File: src/rtl/spike_train_encoder_pkg.sv
// Shared definitions for the spike train encoder.
// Holds the encoder FSM state type and the default geometry, which the
// first neuron layer also uses for its INPUTS width so both sides agree.
package spike_train_encoder_pkg;

  localparam int RATE_W_DEF   = 8;
  localparam int WINDOW_W_DEF = 8;
  localparam int CHANNELS_DEF = 8;

  typedef enum logic [1:0] {
    IDLE = 2'd0,
    RUN  = 2'd1,
    FIN  = 2'd2
  } state_e;

endpackage

File: src/rtl/spike_phase_acc.sv
// One channel of the rate encoder: a phase accumulator whose carry out is
// the spike. Adding RATE every enabled cycle makes the carry fire exactly
// RATE times per 2^RATE_W samples.
// Ports:
//   CLK   clock, rising edge
//   RST   synchronous active-high reset (accumulator and spike to 0)
//   CLR   clear accumulator and spike (start of a window)
//   EN    accumulate this cycle and register the carry as SPIKE
//   RATE  per-channel rate
//   SPIKE registered spike bit; 0 on every cycle that is not enabled
module spike_phase_acc #(
  parameter int RATE_W = 8
) (
  input  logic              CLK,
  input  logic              RST,
  input  logic              CLR,
  input  logic              EN,
  input  logic [RATE_W-1:0] RATE,
  output logic              SPIKE
);

  logic [RATE_W-1:0] acc_q, acc_d;
  logic              spike_q, spike_d;
  logic [RATE_W:0]   sum;

  // NOTE: every signal written here gets a default before any branch, so
  // no path leaves it unassigned and no latch is inferred.
  always_comb begin
    sum     = {1'b0, acc_q} + {1'b0, RATE};
    acc_d   = acc_q;
    spike_d = 1'b0;
    if (CLR) begin
      acc_d = '0;
    end else if (EN) begin
      // Wrap-around is the point: the dropped carry is the spike.
      acc_d   = sum[RATE_W-1:0];
      spike_d = sum[RATE_W];
    end
  end

  // NOTE: state registers use non-blocking assignments so every flop
  // samples the pre-edge values regardless of statement order.
  always_ff @(posedge CLK) begin
    if (RST) begin
      acc_q   <= '0;
      spike_q <= 1'b0;
    end else begin
      acc_q   <= acc_d;
      spike_q <= spike_d;
    end
  end

  assign SPIKE = spike_q;

endmodule

File: src/rtl/spike_train_encoder.sv
// Rate-coded spike train generator feeding the first neuron layer.
// The host loads one rate per channel, then pulses START; the block emits
// WINDOW_LEN registered spike samples and pulses DONE.
// Ports:
//   CLK, RST             clock and synchronous active-high reset
//   WR_EN/WR_ADDR/WR_DATA rate register write port (ignored while BUSY)
//   START, WINDOW_LEN    begin a window of WINDOW_LEN samples (ignored while BUSY)
//   BUSY                 high from the START edge through the DONE cycle
//   DONE                 one-cycle pulse after the last sample
//   SPIKE_VALID          high while SPIKE_OUT carries a window sample
//   SPIKE_OUT            registered spike bits, one per channel
module spike_train_encoder
  import spike_train_encoder_pkg::*;
#(
  parameter int CHANNELS = CHANNELS_DEF,
  parameter int RATE_W   = RATE_W_DEF,
  parameter int WINDOW_W = WINDOW_W_DEF
) (
  input  logic                        CLK,
  input  logic                        RST,
  input  logic                        WR_EN,
  input  logic [$clog2(CHANNELS)-1:0] WR_ADDR,
  input  logic [RATE_W-1:0]           WR_DATA,
  input  logic                        START,
  input  logic [WINDOW_W-1:0]         WINDOW_LEN,
  output logic                        BUSY,
  output logic                        DONE,
  output logic                        SPIKE_VALID,
  output logic [CHANNELS-1:0]         SPIKE_OUT
);

  localparam int ADDR_W = $clog2(CHANNELS);

  state_e              state_q, state_d;
  logic [WINDOW_W-1:0] len_q, len_d;
  logic [WINDOW_W-1:0] cnt_q, cnt_d;
  logic                busy_q, busy_d;
  logic                done_q, done_d;
  logic                valid_q, valid_d;
  logic [RATE_W-1:0]   rate_q [CHANNELS];
  logic [RATE_W-1:0]   rate_d [CHANNELS];
  logic                acc_clr;
  logic                acc_en;

  always_comb begin
    state_d = state_q;
    len_d   = len_q;
    cnt_d   = cnt_q;
    busy_d  = busy_q;
    done_d  = 1'b0;
    valid_d = 1'b0;
    rate_d  = rate_q;
    acc_clr = 1'b0;
    acc_en  = 1'b0;

    unique case (state_q)
      IDLE: begin
        // The DONE cycle is spent in IDLE with BUSY still high; BUSY drops
        // at its end, and nothing is accepted until then.
        busy_d = 1'b0;
        if (!busy_q) begin
          // Addresses at or above CHANNELS match no entry and are dropped.
          if (WR_EN) begin
            for (int c = 0; c < CHANNELS; c++) begin
              if (WR_ADDR == ADDR_W'(c)) rate_d[c] = WR_DATA;
            end
          end
          if (START) begin
            len_d   = WINDOW_LEN;
            cnt_d   = '0;
            acc_clr = 1'b1;
            busy_d  = 1'b1;
            state_d = (WINDOW_LEN == '0) ? FIN : RUN;
          end
        end
      end
      RUN: begin
        // cnt_q == 0 is the lead-in cycle that lines the first registered
        // sample up two edges after START; samples 1..len follow.
        if (cnt_q != '0) begin
          acc_en  = 1'b1;
          valid_d = 1'b1;
        end
        if (cnt_q == len_q) state_d = FIN;
        else                cnt_d   = cnt_q + 1'b1;
      end
      FIN: begin
        done_d  = 1'b1;
        state_d = IDLE;
      end
      default: state_d = IDLE;
    endcase
  end

  always_ff @(posedge CLK) begin
    if (RST) begin
      state_q <= IDLE;
      len_q   <= '0;
      cnt_q   <= '0;
      busy_q  <= 1'b0;
      done_q  <= 1'b0;
      valid_q <= 1'b0;
      // NOTE: this small register file is reset on purpose: a window
      // started right after reset must see defined all-zero rates.
      for (int c = 0; c < CHANNELS; c++) rate_q[c] <= '0;
    end else begin
      state_q <= state_d;
      len_q   <= len_d;
      cnt_q   <= cnt_d;
      busy_q  <= busy_d;
      done_q  <= done_d;
      valid_q <= valid_d;
      rate_q  <= rate_d;
    end
  end

  for (genvar c = 0; c < CHANNELS; c++) begin : g_ch
    spike_phase_acc #(
      .RATE_W(RATE_W)
    ) u_acc (
      .CLK  (CLK),
      .RST  (RST),
      .CLR  (acc_clr),
      .EN   (acc_en),
      .RATE (rate_q[c]),
      .SPIKE(SPIKE_OUT[c])
    );
  end

  assign BUSY        = busy_q;
  assign DONE        = done_q;
  assign SPIKE_VALID = valid_q;

endmodule

File: config.mk
export PLATFORM = sky130hd
export DESIGN_NAME = spike_train_encoder
export DESIGN_NICKNAME = d
export VERILOG_FILES = /design/src/rtl/spike_train_encoder_pkg.sv /design/src/rtl/spike_phase_acc.sv /design/src/rtl/spike_train_encoder.sv
export SDC_FILE = /design/constraint.sdc
export NUM_CORES = 1
export LEC_CHECK = 0
export BUFFER_PORTS_ARGS = -buffer_cell sky130_fd_sc_hd__clkbuf_2
export CAP_MARGIN = 20
export CELL_PAD_IN_SITES_DETAIL_PLACEMENT = 1
export CELL_PAD_IN_SITES_GLOBAL_PLACEMENT = 1
export CORE_MARGIN = 4
export CORE_UTILIZATION = 44
export CTS_CLUSTER_DIAMETER = 200
export DETAILED_ROUTE_END_ITERATION = 10
export GPL_ROUTABILITY_DRIVEN = 0
export PLACE_DENSITY = 0.84
export SLEW_MARGIN = 10
export SYNTH_ARGS = -nofsm -noshare
export SYNTH_HDL_FRONTEND = slang
export SYNTH_HIERARCHICAL = 1
export SYNTH_SLANG_ARGS = --single-unit
export TNS_END_PERCENT = 5
File: constraint.sdc
create_clock -name CLK -period 3.4 [get_ports CLK]
set_input_delay 0.17 -clock CLK [delete_from_list [all_inputs] [get_ports CLK]]
set_output_delay 0.17 -clock CLK [all_outputs]
set_load 0.01 [all_outputs]
Word-level counts from Yosys, hierarchy flattened. Index checks and enable logic that the tools add are counted.

Flip-flop bits (word level): 157. Bits in latches: 0. RAM bits: 0. ROM bits: 0. Input port bits: 23. Output and inout bits: 11. Word-level logic and storage cells: 88. Memories kept: 0.

Add/subtract/negate cells: 9. $mul: 0. Divide/modulo/power cells: 0. Order comparisons: 0. Equality and inequality tests: 14. Shift operators: 0. Muxes and demuxes: 15. Bitwise gates (word level): 2. Reductions and logical operators: 18.

Operators with widths (number): $add A8 B8 Y9 (8); $reduce_and A4 Y1 (9); $mux W8 (3); $pmux W8 S2 (1); $eq A3 B3 Y1 const B (4); $add A8 B1 Y8 const B (1); $eq A8 B8 Y1 (1); $logic_not A8 Y1 (1); $mux W2 (4); $ne A2 B2 Y1 const B (4); $reduce_bool A8 Y1 (1); $eq A3 B2 Y1 const B (2); $mux W1 (6); $reduce_and A3 Y1 (2); $pmux W2 S2 (1); $eq A3 B1 Y1 const B (1); $logic_not A3 Y1 (1); $reduce_or A3 Y1 (1); $eq A2 B1 Y1 const B (1); $eq A2 B2 Y1 const B (1); $logic_not A2 Y1 (1); $not A1 Y1 (2); $reduce_bool A2 Y1 (1); $reduce_or A2 Y1 (1).

Depth between registers and ports, before layout.
Depth after elaboration: 5. Gate-level depth with buffers: 9. Mapped depth without buffers: 7.

Hierarchy. Netlist, hierarchy kept.

Modules (own cells, without submodules): spike_phase_acc (instances 8, cells each 75, area each 648.1 µm², sequential area each 180.2 µm²); spike_train_encoder (instances 1, cells each 378, area each 3528.4 µm², sequential area each 1701.6 µm²).

Least setup slack after synthesis. OpenSTA, ideal clock, no wires.

Path kind: reg2reg. Start point: register state_q[1]. End point: register g_ch[0].u_acc.acc_q[0]. Setup time: 123 ps. Arrival time: 3272 ps. Required time: 3277 ps. Setup slack: 6 ps. Cell stages (with the launch flop): 8. Path buffers: 3. Period minus slack after synthesis: 3394 ps. Path through: dfxtp_1 > buf_2 > nand2b_1 > clkbuf_1 > a21oi_1 > buf_2 > mux2i_1 > nor2_1.

Elaborated cells on any way between the ends: 5. Classes of those cells: eq/ne (1); mux (2); reduce/logical (2).

RTL lines: from (decl) (RTL line spike_train_encoder.sv:34) `state_e state_q, state_d;`; from (signal assigned) (RTL line spike_train_encoder.sv:107) `state_q <= state_d;`; $eq A2 B1 Y1 (RTL line spike_train_encoder.sv:56) `unique case (state_q)`; $mux W1; net acc_en (RTL line spike_train_encoder.sv:43) `logic acc_en;`; to (signal assigned) (RTL line spike_phase_acc.sv:45) `acc_q <= '0;`; to (signal assigned) (RTL line spike_phase_acc.sv:48) `acc_q <= acc_d;`; to (decl) (RTL line spike_phase_acc.sv:22) `logic [RATE_W-1:0] acc_q, acc_d;`.

The timed path passes the listed nets, and every way through them passes these cells. A chain may end at the register's enable or synchronous reset.

Final worst setup path.
Start point: register state_q[0]. End point: register g_ch[5].u_acc.acc_q[5].

Longest elaborated chain between the ends: 3. Elaborated cells on any way between the ends: 5. Classes of those cells: eq/ne (1); mux (2); reduce/logical (2).

RTL lines: $logic_not A2 Y1 (RTL line spike_train_encoder.sv:56); $mux W1 (RTL line spike_train_encoder.sv:56); net acc_clr (RTL line spike_train_encoder.sv:42) `logic acc_clr;`; $reduce_or A2 Y1 (no source line); to (signal assigned) (RTL line spike_phase_acc.sv:45); to (signal assigned) (RTL line spike_phase_acc.sv:48); to (decl) (RTL line spike_phase_acc.sv:22).

The timed path passes the listed nets, and every way through them passes these cells.

==> results.json <==
{
  "p_seq_share_pct": 43.5,
  "syn_area_per_cell_um2": 8.91,
  "place.detailed.hpwl_um": 15300,
  "cap_violations": 0,
  "die-area_um2": 22100,
  "tritoncts": "done",
  "postSynthNetCount": 1075,
  "timing.fmax_mhz": 345,
  "power_density_nw_per_um2": 451,
  "grt_pass1_wl_um": 39100,
  "finalInstanceArea_um2": 9730,
  "post_cts_buffers": 0,
  "drc": 0,
  "start_util_pct": 44.8,
  "clkPwrFrac_pct": 46.9,
  "fin_setup_tns_ns": 0,
  "grt-ovfl-total": 0,
  "cp-start-kind": "register",
  "cp_slowest_cell": "clkinv_1",
  "hold_viol_final": 0,
  "cts.path.max_buffers": 2,
  "r2r_slack_ns": 0.51,
  "dr.pass1.iters": 5,
  "grtUsageTotal_pct": 21.8,
  "die_x_um": 149,
  "critPathMaxStageDelay_ns": 0.65,
  "rr_worst_depth": 6,
  "whs_path_depth": 3,
  "worstPathArrival_ns": 3.27,
  "slew-limit-headroom_pct": 46.1,
  "swShare_pct": 25.5,
  "cts.clk_slew.worst_paths_ns": 0.07,
  "antenna_found_initial": 0,
  "crit_chain": "or4b_4 > clkinv_1 > nor2_1 > nand3_1 > or3_1 > nand3_1",
  "cts-resized-gates": 0,
  "critical_path_required_ns": 3.77,
  "worst_slew_pin_slew_ns": 0.809,
  "totalWireLength_um": 23700,
  "period_share_pct": 85.1,
  "reg2reg_from": "state_q[0]",
  "synth_cells": 978,
  "fill_cells": 2254,
  "p_sw_w": 0.00112,
  "end_kind": "register",
  "fin_crit_ns": 2.89,
  "setup.worst_path.start": "state_q[0]",
  "syn2layout_area_growth_pct": 11.7,
  "clock_sinks": 157,
  "combPwrFrac_pct": 9.6,
  "num_rows": 51,
  "setup_viol": 0,
  "cts_buffers": 17,
  "fin_nets": 1088,
  "synth_warnings": 6,
  "dpl_cell_area_um2": 9030,
  "final_common_cell": "dfxtp_1",
  "core_area_um2": 19500,
  "clk_latency_ns": 0.44,
  "drive_gt1_share_pct": 11.4,
  "leakagePower_nw": 4.22,
  "hold_start": "WR_DATA[0]",
  "outcome": "finished clean",
  "ios": 34,
  "path_class": "reg2reg",
  "grt_pass1_vias": 7726,
  "seq_area_frac_synth_pct": 36.1,
  "num_antenna_cells": 0,
  "internal_power_w": 0.00327,
  "ys_ff_latch": 157,
  "detail-route-antenna-nets": 0,
  "ys_types": 50,
  "vias": 7410,
  "layout_common_cells": "dfxtp_1 (157), nor2_1 (112), mux2i_1 (72)",
  "grt_max_degree": 138,
  "crit_top_cell": "nand3_1",
  "die_y_um": 149,
  "min_path_type": "in2reg",
  "synthFlopType": "dfxtp_1",
  "worst-path-max-fanout": 24,
  "first_iter_violations": 327,
  "wl_per_cell_um": 18.7,
  "hold_path_end": "rate_q[56]",
  "finalMaxSlewViolations": 0,
  "fin_skew_ns": 0.00654,
  "port_buffers": 33,
  "h-tree-depth": 4,
  "grt_setup_unrepaired": "no",
  "ir_worst_vdd_uv": 347,
  "synth_edf_count": 0,
  "async_reset_ff_share_pct": 0,
  "avgViaCountPerCell": 5.84,
  "clockRootBuffer": "clkbuf_16",
  "syn-cell-area_um2": 8710,
  "r2r_end": "g_ch[5].u_acc/acc_q[5]"
}
==> power by group through the flow <==
stage / Clock, W / Combinational [W] / Sequential, W
floorplan: 0 / 0.000309 / 0.00193
global placement: 0 / 0.000397 / 0.00195
detailed placement: 0 / 0.000404 / 0.00195
CTS: 0.00209 / 0.000418 / 0.00191
global route: 0.00218 / 0.000460 / 0.00191
finish: 0.00206 / 0.000422 / 0.00191
==> sequential cells by signal (all words and copies together), names as in the netlist <==
signal            count
state_q               2
SPIKE_VALID           1
len_q                 8
cnt_q                 8
rate_q               64
g_ch.u_acc/SPIKE      8
BUSY                  1
g_ch.u_acc/acc_q     64
DONE                  1
==> synthesized netlist by cell type, types with 8 or more instances <==
master | number | area share (%)
a211oi_1 | 25 | 2.2
and4b_1 | 8 | 0.92
nor3b_1 | 20 | 1.7
a21oi_1 | 68 | 3.9
or2_2 | 8 | 0.57
nand3_1 | 55 | 3.2
buf_2 | 21 | 1.2
a21oi_2 | 8 | 0.80
o21a_1 | 9 | 0.78
nor2_1 | 112 | 4.8
nand3b_1 | 25 | 2.2
fa_1 | 8 | 1.8
nand4_1 | 9 | 0.65
a211oi_2 | 8 | 1.1
ha_1 | 66 | 9.5
xnor2_1 | 16 | 1.6
mux2i_1 | 72 | 8.3
dfxtp_1 | 157 | 36
clkbuf_1 | 28 | 1.2
inv_1 | 12 | 0.52
a211o_1 | 8 | 0.80
o21bai_1 | 8 | 0.69
and3_2 | 8 | 0.69
o21ai_0 | 71 | 4.1
o211ai_1 | 16 | 1.4
a31oi_1 | 11 | 0.79
or3_1 | 16 | 1.1
a21o_2 | 8 | 0.80
nand2b_1 | 17 | 1.2
nand2_1 | 43 | 1.9
==> how the worst max path moves through the flow <==
stage / cells past startpoint / slack (ns) / end
6_report: 6 / 0.51 / g_ch[5].u_acc/acc_q[5]
5_1_grt: 6 / 0.28 / g_ch[5].u_acc/acc_q[5]
4_1_cts: 6 / 0.54 / g_ch[5].u_acc/acc_q[5]
3_5_place_dp: 6 / 0.65 / g_ch[2].u_acc/acc_q[5]
3_3_place_gp: 6 / 0.75 / g_ch[2].u_acc/acc_q[5]
2_1_floorplan: 7 / 0.006 / g_ch[0].u_acc/acc_q[0]
==> layer usage <==
| layer | GRT usage, % | part of all wire [%] | vias to the layer above |
|---|---|---|---|
| li1 | - | - | 3598 |
| met1 | 26.8 | 45 | 3676 |
| met2 | 38.9 | 50 | 108 |
| met3 | 4.08 | 3.0 | 28 |
| met4 | 6.42 | 1.4 | 0 |
| met5 | 0 | 0 | - |
==> timing repair <==
action	4_1_cts	5_1_grt
hold buffers	8	0
hold endpoints to repair	8	0
endpoints found under the setup margin	0	0
==> critical path: cells and delay by family (launching register included) <==
kind                   cells  cell delay (ns)
flip-flops                 1             0.54
AND/OR/NAND/NOR            5             1.64
buffers and inverters      1             0.65
==> logic make-up (layout without fill, tap and decap cells) <==
logic type      after synthesis  after routing  synth area share, %
compound gates              248            248                 18.2
xor+xnor                     16             16                 1.61
fa+ha+maj                    74             74                 11.3
buf+inv                      65             90                 3.36
flops                       157            157                 36.1
mux                          72             72                 8.27
simple gates                346            346                 21.2
==> through the flow <==
stage	setup WS [ns]	instances	hold WS, ns	utilization, %	total power [W]
global route	0.282	1268	0.154	50.0	0.00455
floorplan	0.00566	978	0.306	-	0.00224
detailed placement	0.647	1229	0.418	46.4	0.00235
finish	0.505	1268	0.161	50.0	0.00439
CTS	0.544	1268	0.143	50.0	0.00442
global placement	0.750	1229	0.413	46.4	0.00234
==> area by class of cell <==
| cell class | count | area (um2) | share of cell area (%) |
|---|---|---|---|
| inverters | 13 | 48.8 | 0.501 |
| clock buffers | 20 | 457 | 4.69 |
| flip-flops and latches | 157 | 3140 | 32.3 |
| well taps | 265 | 332 | 3.41 |
| repair buffers | 46 | 298 | 3.06 |
| multi-input cells | 756 | 5290 | 54.3 |
| clock inverters | 11 | 166 | 1.71 |
Power figures use the tool's default switching activity.
